File: config.mk
export PLATFORM = sky130hd
export DESIGN_NAME = hazard_scoreboard
export DESIGN_NICKNAME = d
export VERILOG_FILES = /design/src/rtl/hazard_scoreboard.sv
export SDC_FILE = /design/constraint.sdc
export NUM_CORES = 1
export LEC_CHECK = 0
export ABC_AREA = 1
export CORE_UTILIZATION = 35
export CTS_CLUSTER_DIAMETER = 30
export CTS_CLUSTER_SIZE = 40
export DETAILED_ROUTE_END_ITERATION = 7
export GPL_TIMING_DRIVEN = 0
export HOLD_SLACK_MARGIN = 0.02
export SLEW_MARGIN = 25
export SYNTH_ARGS = -nofsm -noshare
export SYNTH_HDL_FRONTEND = slang
export SYNTH_SLANG_ARGS = --single-unit
File: constraint.sdc
create_clock -name clk -period 3.6 [get_ports clk]
set_clock_uncertainty 0.05 [all_clocks]
set_input_delay 0.9 -clock clk [delete_from_list [all_inputs] [get_ports clk]]
set_output_delay 0.9 -clock clk [all_outputs]
set_load 0.02 [all_outputs]
File: src/rtl/hazard_scoreboard.sv
`default_nettype none
// ============================================================================
//  Module      : hazard_scoreboard
//  Description : RAW-hazard and control-shadow stall unit placed between
//                fetch and the decode pipeline register. Tracks one countdown
//                counter per architectural register for in-flight writes,
//                plus a branch-shadow counter. Each cycle it either passes the
//                fetched instruction or injects NOP_INST and holds the PC.
//                Also provides forwarding distance, early branch release,
//                pipeline freeze, flush and a saturating stall counter.
//  Revision    : 1.0 - initial release
// ----------------------------------------------------------------------------
//  Ports
//    clk          in            clock
//    rst          in            asynchronous active-high reset
//    fetch_inst   in  INST_W    fetched instruction
//    fetch_valid  in  1         fetch_inst is valid
//    src1_reg     in  REG_W     first source register
//    src1_used    in  1         first source is read
//    src2_reg     in  REG_W     second source register
//    src2_used    in  1         second source is read
//    dst_reg      in  REG_W     destination register
//    dst_wr       in  1         instruction writes dst_reg
//    is_ctrl      in  1         jump or branch
//    pipe_hold    in  1         pipeline frozen this cycle
//    br_resolve   in  1         in-flight control instruction resolved
//    flush        in  1         synchronous clear of pending state
//    next_inst    out INST_W    instruction presented to decode
//    pc_nop       out 1         hold the PC
//    issue        out 1         fetch_inst accepted this cycle
//    busy_regs    out NUM_REGS  bit i set while register i has a pending write
//    stall_cycles out CNT_W     saturating count of hazard stall cycles
// ============================================================================
module hazard_scoreboard #(
  parameter int unsigned       INST_W     = 16,
  parameter int unsigned       NUM_REGS   = 8,
  parameter int unsigned       REG_W      = 3,
  parameter int unsigned       PIPE_DEPTH = 3,
  parameter int unsigned       FWD_DIST   = 0,
  parameter int unsigned       BR_SHADOW  = 4,
  parameter int unsigned       CNT_W      = 16,
  parameter logic [INST_W-1:0] NOP_INST   = 16'h0800
) (
  input  logic                clk,
  input  logic                rst,
  input  logic [INST_W-1:0]   fetch_inst,
  input  logic                fetch_valid,
  input  logic [REG_W-1:0]    src1_reg,
  input  logic [REG_W-1:0]    src2_reg,
  input  logic                src1_used,
  input  logic                src2_used,
  input  logic [REG_W-1:0]    dst_reg,
  input  logic                dst_wr,
  input  logic                is_ctrl,
  input  logic                pipe_hold,
  input  logic                br_resolve,
  input  logic                flush,
  output logic [INST_W-1:0]   next_inst,
  output logic                pc_nop,
  output logic                issue,
  output logic [NUM_REGS-1:0] busy_regs,
  output logic [CNT_W-1:0]    stall_cycles
);

  // Counter widths; kept at least one bit so degenerate depths still build.
  localparam int unsigned CW = (PIPE_DEPTH < 1) ? 1 : $clog2(PIPE_DEPTH + 1);
  localparam int unsigned SW = (BR_SHADOW  < 1) ? 1 : $clog2(BR_SHADOW + 1);

  localparam logic [CW-1:0] C_DEPTH   = CW'(PIPE_DEPTH);
  localparam logic [SW-1:0] C_SHADOW  = SW'(BR_SHADOW);
  localparam logic [31:0]   C_FWD     = 32'(FWD_DIST);
  localparam logic [CW-1:0] C_CNT_ONE = CW'(1);
  localparam logic [SW-1:0] C_SH_ONE  = SW'(1);
  localparam logic [CNT_W-1:0] C_STALL_ONE = CNT_W'(1);

  // --------------------------------------------------------------------------
  // State
  // --------------------------------------------------------------------------
  logic [CW-1:0]    r_cnt [NUM_REGS];
  logic [SW-1:0]    r_shadow;
  logic [CNT_W-1:0] r_stall;

  // --------------------------------------------------------------------------
  // Hazard detection
  // --------------------------------------------------------------------------
  logic [31:0] w_src1_cnt;
  logic [31:0] w_src2_cnt;
  logic        w_data_hz;
  logic        w_ctrl_hz;
  logic        w_stall_sel;
  logic        w_issue;

  // Zero-extend so the forwarding threshold compares at full parameter width;
  // a FWD_DIST at or above PIPE_DEPTH then simply never raises a hazard.
  assign w_src1_cnt = {{(32-CW){1'b0}}, r_cnt[src1_reg]};
  assign w_src2_cnt = {{(32-CW){1'b0}}, r_cnt[src2_reg]};

  assign w_data_hz = (src1_used && (w_src1_cnt > C_FWD)) ||
                     (src2_used && (w_src2_cnt > C_FWD));
  assign w_ctrl_hz = (r_shadow != '0);

  // Hazard stall is only the lowest-priority NOP case: reset, flush, hold
  // and an empty fetch slot all take precedence and are not counted.
  assign w_stall_sel = !rst && !flush && !pipe_hold && fetch_valid &&
                       (w_ctrl_hz || w_data_hz);

  assign w_issue = !rst && !flush && !pipe_hold && fetch_valid &&
                   !w_ctrl_hz && !w_data_hz;

  // --------------------------------------------------------------------------
  // Output selection (priority order)
  // --------------------------------------------------------------------------
  always_comb begin
    next_inst = NOP_INST;
    pc_nop    = 1'b0;
    issue     = 1'b0;
    if (rst) begin
      pc_nop = 1'b1;
    end else if (flush) begin
      pc_nop = 1'b0;
    end else if (pipe_hold) begin
      pc_nop = 1'b1;
    end else if (!fetch_valid) begin
      pc_nop = 1'b0;
    end else if (w_ctrl_hz || w_data_hz) begin
      pc_nop = 1'b1;
    end else begin
      next_inst = fetch_inst;
      issue     = 1'b1;
    end
  end

  // --------------------------------------------------------------------------
  // Scoreboard, shadow and stall counter
  // --------------------------------------------------------------------------
  always_ff @(posedge clk or posedge rst) begin
    if (rst) begin
      for (int i = 0; i < NUM_REGS; i++) begin
        r_cnt[i] <= '0;
      end
      r_shadow <= '0;
      r_stall  <= '0;
    end else if (flush) begin
      // Pending writes and the shadow are discarded; the statistic survives.
      for (int i = 0; i < NUM_REGS; i++) begin
        r_cnt[i] <= '0;
      end
      r_shadow <= '0;
    end else if (!pipe_hold) begin
      for (int i = 0; i < NUM_REGS; i++) begin
        // A new write restarts the countdown even if the register is busy.
        if (w_issue && dst_wr && (dst_reg == REG_W'(i))) begin
          r_cnt[i] <= C_DEPTH;
        end else if (r_cnt[i] != '0) begin
          r_cnt[i] <= r_cnt[i] - C_CNT_ONE;
        end
      end

      if (w_issue && is_ctrl) begin
        r_shadow <= C_SHADOW;
      end else if (br_resolve) begin
        r_shadow <= '0;
      end else if (r_shadow != '0) begin
        r_shadow <= r_shadow - C_SH_ONE;
      end

      if (w_stall_sel && !(&r_stall)) begin
        r_stall <= r_stall + C_STALL_ONE;
      end
    end
  end

  // --------------------------------------------------------------------------
  // Status outputs
  // --------------------------------------------------------------------------
  for (genvar g = 0; g < NUM_REGS; g++) begin : g_busy
    assign busy_regs[g] = (r_cnt[g] != '0);
  end

  assign stall_cycles = r_stall;

endmodule
`default_nettype wire

==> results.toml, run 1 <==
[finish]
final_cell_area_sq_um = 3620
syn_to_final_growth_pct = 35.8
n_antenna_cell = 0
drive_above_1_share_pct = 17.3
nets = 502
final_util_pct = 49.7

[drt]
vias_per_cell = 4.61
drt-total-wl_microns = 6840
first_pass_iters = 4
final_antenna_net_count = 0
vias = 2563
drc = 0
drt_iter0_drc = 111
wl_per_cell_microns = 12.3

[run]
cap_violations = 0

[worst_hold_path]
hp-class = "flip-flop to flip-flop"
min_path_cells = 2

[critical_path]
path_delay_family = "buffers and inverters"
path_cells = "clkdlybuf4s50_1 > buf_4 > inv_1 > nand2_1 > buf_4 > nand3_1 > dlygate4sd2_1"
reg2reg_slack_ns = 1.50
cp.arrival_ns = 2.53
crit_cells = 7
cp_common_cell = "buf_4"
endpoint = "pc_nop"
endpoint_kind = "primary output"
critPathLaunch = "flush"
crit_fanout = 10
reg2reg_from = "r_shadow[0]$_DFFE_PP0P_"
r2r_end = "r_cnt[12]$_DFFE_PP0P_"
cp_slowest_cell = "clkdlybuf4s50_1"
criticalPathCategory = "primary input to primary output"
crit_required_ns = 2.65
r2r_cells = 13
crit_buf_inv = 5
start_kind = "primary input"
slowest_delay_ns = 0.54

[yosys]
ys_types = 28
ys_seq_area_share_pct = 32.8
postSynthCellCount = 370
ys_ff_latch = 35
synth_area_per_cell_sq_um = 7.21
netlist_area_sq_um = 2670
synth_nets = 416
yosysWarnings = 0

[die]
rows = 31
core_sq_um = 7290
die_area_sq_um = 7970
die_w_microns = 89.3
die_h_microns = 89.3
start_util_pct = 36.6
io_pins = 77

[sta]
fin_crit_ns = 3.48
drv_slew = 0
worst_slew_pin_slew_ns = 0.471
max_freq_mhz = 287
tns_ns = 0
grt_setup_unrepaired = "no"
finalCritPeriodShare_pct = 96.7
hold_viol_final = 0
setup_violations = 0
hold_slack_ns = 0.427
worst_slew_margin_rel_pct = 68.6

[pwr]
power.leakage_nw = 1.83
irDropWorstVdd_mv = 0.331
powerDensity_nw_per_um2 = 483

[clock_tree]
path_clk_slew_ns = 0.08
cts.sinks = 35
cts_root_buf = "clkbuf_8"
cts_inserted_buffers = 5
clock_tree.buffer_depth = 2
htreeDepth = 2
cts_tree = "done"
worst_skew_pair.late_latency_ns = 0.29

[grt]
grt_pass1_vias = 2335
grt_use_total_pct = 17.7
grt_overflow = 0
grt_max_degree = 20
antenna_found_initial = 0
grt_pass1_wl_microns = 10700

[run_status]
outcome = "finished clean"

[placement]
routabilityCongestion = 0.870
dp_hpwl_microns = 5180
place_area_sq_um = 3540
port_buffers = 75
-- through the flow --
step | power [W] | instances | setup WS (ns)
2_1_floorplan | 0.00108 | 370 | 0.287
3_3_place_gp | 0.00138 | 544 | -1.06
3_5_place_dp | 0.00140 | 544 | -1.07
4_1_cts | 0.00177 | 556 | 0.00366
5_1_grt | 0.00190 | 556 | 0.00502
6_report | 0.00175 | 556 | 0.117
-- cell families (layout without fill, tap and decap cells) --
kind of cell / count (synthesis) / in the layout / share of synthesized area, %
buffers and inverters: 74 / 161 / 11.8
DFF: 35 / 35 / 32.8
xor gates and xnor gates: 13 / 13 / 4.27
adders and majority gates: 11 / 11 / 5.16
AOI/OAI and AO/OA: 6 / 6 / 1.13
and+or+nand+nor: 231 / 231 / 44.8
-- registers in the layout, indices dropped and copies added (netlist names) --
| register | flops |
|---|---|
| r_shadow | 3 |
| stall_cycles | 16 |
| r_cnt | 16 |
-- synth_stat cells, drive strengths merged --
master,n,area [sq um]
nand2,111,462
inv,67,251
nand3,52,385
nor2,43,191
dfrtp,35,876
nor3,12,70.1
ha,11,138
xor2,11,96.3
nand4,6,37.5
buf,5,52.6
o21ai,4,20.0
nand3b,3,22.5
a21oi,2,10.0
clkbuf,2,11.3
nor4,2,12.5
xnor2,2,17.5
and2,1,6.26
or2,1,6.26
-- layout by cell type (no fill, tap or decap), types with 2 or more instances in the layout --
master / netlist / layout
inv_2: 5 / 5
a21oi_1: 2 / 2
nor4_1: 2 / 2
clkdlybuf4s50_1: 0 / 55
nor2_1: 35 / 35
xor2_1: 11 / 11
nor3_2: 2 / 2
buf_6: 2 / 2
nand3b_1: 3 / 3
nor2_2: 6 / 6
nor2_4: 2 / 2
xnor2_1: 2 / 2
inv_1: 62 / 61
nand3_4: 8 / 8
buf_4: 0 / 7
ha_1: 11 / 11
dlygate4sd2_1: 0 / 5
dfrtp_1: 35 / 35
nand3_1: 39 / 39
nand4_1: 6 / 6
clkbuf_8: 0 / 5
nand2_1: 93 / 93
clkbuf_2: 0 / 7
buf_2: 2 / 5
nand2_2: 18 / 18
o21ai_0: 4 / 4
nor3_1: 10 / 10
nand3_2: 5 / 5
clkinvlp_4: 0 / 2
-- cell type report --
class	instances	area [sq um]
fillers	751	3670
multi-input cells	261	1480
flip-flops and latches	35	876
repair buffers	78	702
inverters	67	255
well taps	99	124
clock buffers	5	68.8
plain buffers	7	68.8
clock inverters	3	43.8
repair inverters	1	7.51
-- report_power, final --
part           total, W  internal (W)  leakage [nW]  switching (W)
clock          0.000362      0.000206        0.0581       0.000156
combinational  0.000819      0.000347          1.32       0.000472
sequential     0.000568      0.000486         0.450      0.0000814
total           0.00175       0.00104          1.83       0.000709
-- how the worst min path moves through the flow --
stage | start | to | slack (ns)
floorplan | r_cnt[11]$_DFFE_PP0P_ | r_cnt[11]$_DFFE_PP0P_ | 0.39
global placement | r_cnt[11]$_DFFE_PP0P_ | r_cnt[11]$_DFFE_PP0P_ | 0.41
detailed placement | r_cnt[15]$_DFFE_PP0P_ | r_cnt[15]$_DFFE_PP0P_ | 0.41
CTS | r_cnt[11]$_DFFE_PP0P_ | r_cnt[11]$_DFFE_PP0P_ | 0.43
global route | r_cnt[3]$_DFFE_PP0P_ | r_cnt[3]$_DFFE_PP0P_ | 0.46
finish | r_cnt[11]$_DFFE_PP0P_ | r_cnt[11]$_DFFE_PP0P_ | 0.43
-- per-layer routing --
layer  vias up  part of all wire (%)  wire, microns  global-route usage [%]
met1      1168                    44           3040                    22.1
met3         5                   6.6            450                    3.79
met2        68                    48           3290                    31.4
met5         -                     0              0                       0
met4         0                  0.73             50                    3.75
li1       1322                     -              -                       -
-- repair_timing --
item	4_1_cts	5_1_grt
hold buffers	0	0
endpoints found under the setup margin	18	15
cloned	1	0
pin swaps	1	0
gates resized for setup	39	21
setup buffers	3	0
-- worst reg2reg max path: stages, from the launching register on --
cell	delay, ns
dfrtp_1	0.40
inv_1	0.08
ha_1	0.14
inv_1	0.04
nor2_1	0.21
nand4_1	0.19
nor2_4	0.17
buf_12	0.12
buf_4	0.23
nand3_4	0.11
nand2_2	0.11
nand2_2	0.06
nand2_1	0.05
nand2_1	0.05
Note: power is estimated with default switching activity, not from simulation.
==> run 2: changes to the inputs <==
Settings changed: CORE_UTILIZATION 35 to 48, PLACE_DENSITY set to 0.81.
==> run 2 against run 1 <==
Routed wire length fell by 4.7%. Critical path type unchanged. Sequential share of layout area is 0.46 points higher. Critical endpoint is now next_inst[0]. Largest power group unchanged. Final cell count decreased by 5.2%.
==> results.toml, run 2 (synthesis gave the netlist of run 1 again) <==
[run_status]
outcome = "finished clean"

[die]
io_pins = 77
die_w_microns = 76.5
core_sq_um = 5240
die_h_microns = 76.5
rows = 26
die_area_sq_um = 5860
start_util_pct = 50.9

[finish]
final_util_pct = 67.8
mostFrequentLayoutCells = "nand2_1, inv_1, clkdlybuf4s50_1"
drive_above_1_share_pct = 16.8
syn_to_final_growth_pct = 33.3
stdcell_count = 527
n_antenna_cell = 0
nets = 502
final_common_cell = "nand2_1"

[clock_tree]
cts_tree = "done"
clock_tree.buffer_depth = 2
htreeDepth = 2
ctsHoldBuffers = 0
cts.sinks = 35
worst_skew_pair.late_latency_ns = 0.28
cts_inserted_buffers = 5
cts_root_buf = "clkbuf_8"
path_clk_slew_ns = 0.08

[drt]
first_pass_iters = 4
wl_met3_microns = 398
vias_per_cell = 4.95
vias = 2607
final_antenna_net_count = 0
drc = 0
drt_iter0_drc = 127
wl_met2_microns = 3320
wl_per_cell_microns = 12.4
wl_met1_microns = 2780
top_layer_used = "met4"
drt-total-wl_microns = 6510

[grt]
grt_pass1_wl_microns = 11200
grt_use_total_pct = 23.4
grt_overflow = 0
antenna_found_initial = 0
grt_pass1_vias = 2612
grt_max_degree = 20

[sta]
worst_slew_pin_slew_ns = 0.866
worst_slew_margin_rel_pct = 41.9
drv_slew = 0
fin_crit_ns = 3.48
grt_setup_unrepaired = "no"
setup_slack_ns = 0.123
max_freq_mhz = 288
hold_viol_final = 0
setup_violations = 0
finalCritPeriodShare_pct = 96.6

[placement]
port_buffers = 75
dp_slack_ns = -1.00
dp.cells = 515
routabilityCongestion = 0.867
dp_hpwl_microns = 5000

[worst_hold_path]
min_to = "r_shadow[1]$_DFFE_PP0P_"
worstHoldStart = "r_shadow[1]$_DFFE_PP0P_"
hp-class = "flip-flop to flip-flop"
min_path_cells = 2

[critical_path]
reg2reg_from = "r_shadow[0]$_DFFE_PP0P_"
start_kind = "primary input"
r2r_cells = 13
crit_required_ns = 2.65
r2r_end = "r_cnt[3]$_DFFE_PP0P_"
reg2reg_slack_ns = 1.46
crit_fanout = 7
cp.arrival_ns = 2.53
endpoint_kind = "primary output"
criticalPathCategory = "primary input to primary output"

[pwr]
power.leakage_nw = 1.82
powerDensity_nw_per_um2 = 469
irDropWorstVdd_mv = 0.398
p_total_w = 0.00166

[run]
cap_violations = 0
[run 2: what timing repair did]
action	CTS	global route
gates resized for setup	40	17
setup endpoints to repair	18	15
pin swaps	1	0
cloned	1	0
buffers inserted	3	0
[run 2: worst max-delay path by stage]
stage,cells past startpoint,start,endpoint
3_3_place_gp,9,rst,next_inst[12]
2_1_floorplan,7,rst,next_inst[10]
6_report,11,src1_reg[1],next_inst[0]
3_5_place_dp,9,rst,next_inst[12]
4_1_cts,12,src1_reg[1],next_inst[10]
5_1_grt,11,src1_reg[1],next_inst[0]
[run 2: final cells by class]
type / instances / area (sq um)
fillers: 449 / 1680
multi-input cells: 261 / 1480
clock inverters: 2 / 12.5
repair buffers: 78 / 701
clock buffers: 6 / 72.6
flip-flops and latches: 35 / 876
plain buffers: 7 / 68.8
well taps: 70 / 87.6
repair inverters: 1 / 5.00
inverters: 67 / 255
[run 2: metal layers]
layer | vias to the layer above | GRT usage, %
met5 | - | 0
met4 | 0 | 4.62
met3 | 2 | 4.31
met2 | 74 | 44.4
met1 | 1213 | 27.3
li1 | 1318 | -
[run 2: per-stage QoR]
step	hold WS, ns	area [sq um]	TNS, ns
6_report	0.424	3550	0
5_1_grt	0.447	3550	0
4_1_cts	0.428	3620	0
3_5_place_dp	0.408	3510	-16.28
3_3_place_gp	0.408	3510	-15.71
2_1_floorplan	0.391	2670	0
[run 2: worst max-delay path, stage by stage]
cell and delay [ns]:
clkdlybuf4s50_1 0.52, inv_1 0.07, nand3_1 0.08, nand3_1 0.09, nand3_2 0.10, nand2_2 0.06
nor2_4 0.11, buf_12 0.12, inv_2 0.06, nor2_1 0.08, dlygate4sd2_1 0.33
[run 2: where the power goes]
| part | internal (W) | switching [W] |
|---|---|---|
| clock | 0.000135 | 0.000140 |
| combinational | 0.000349 | 0.000469 |
| sequential | 0.000487 | 0.0000849 |
| total | 0.000971 | 0.000694 |
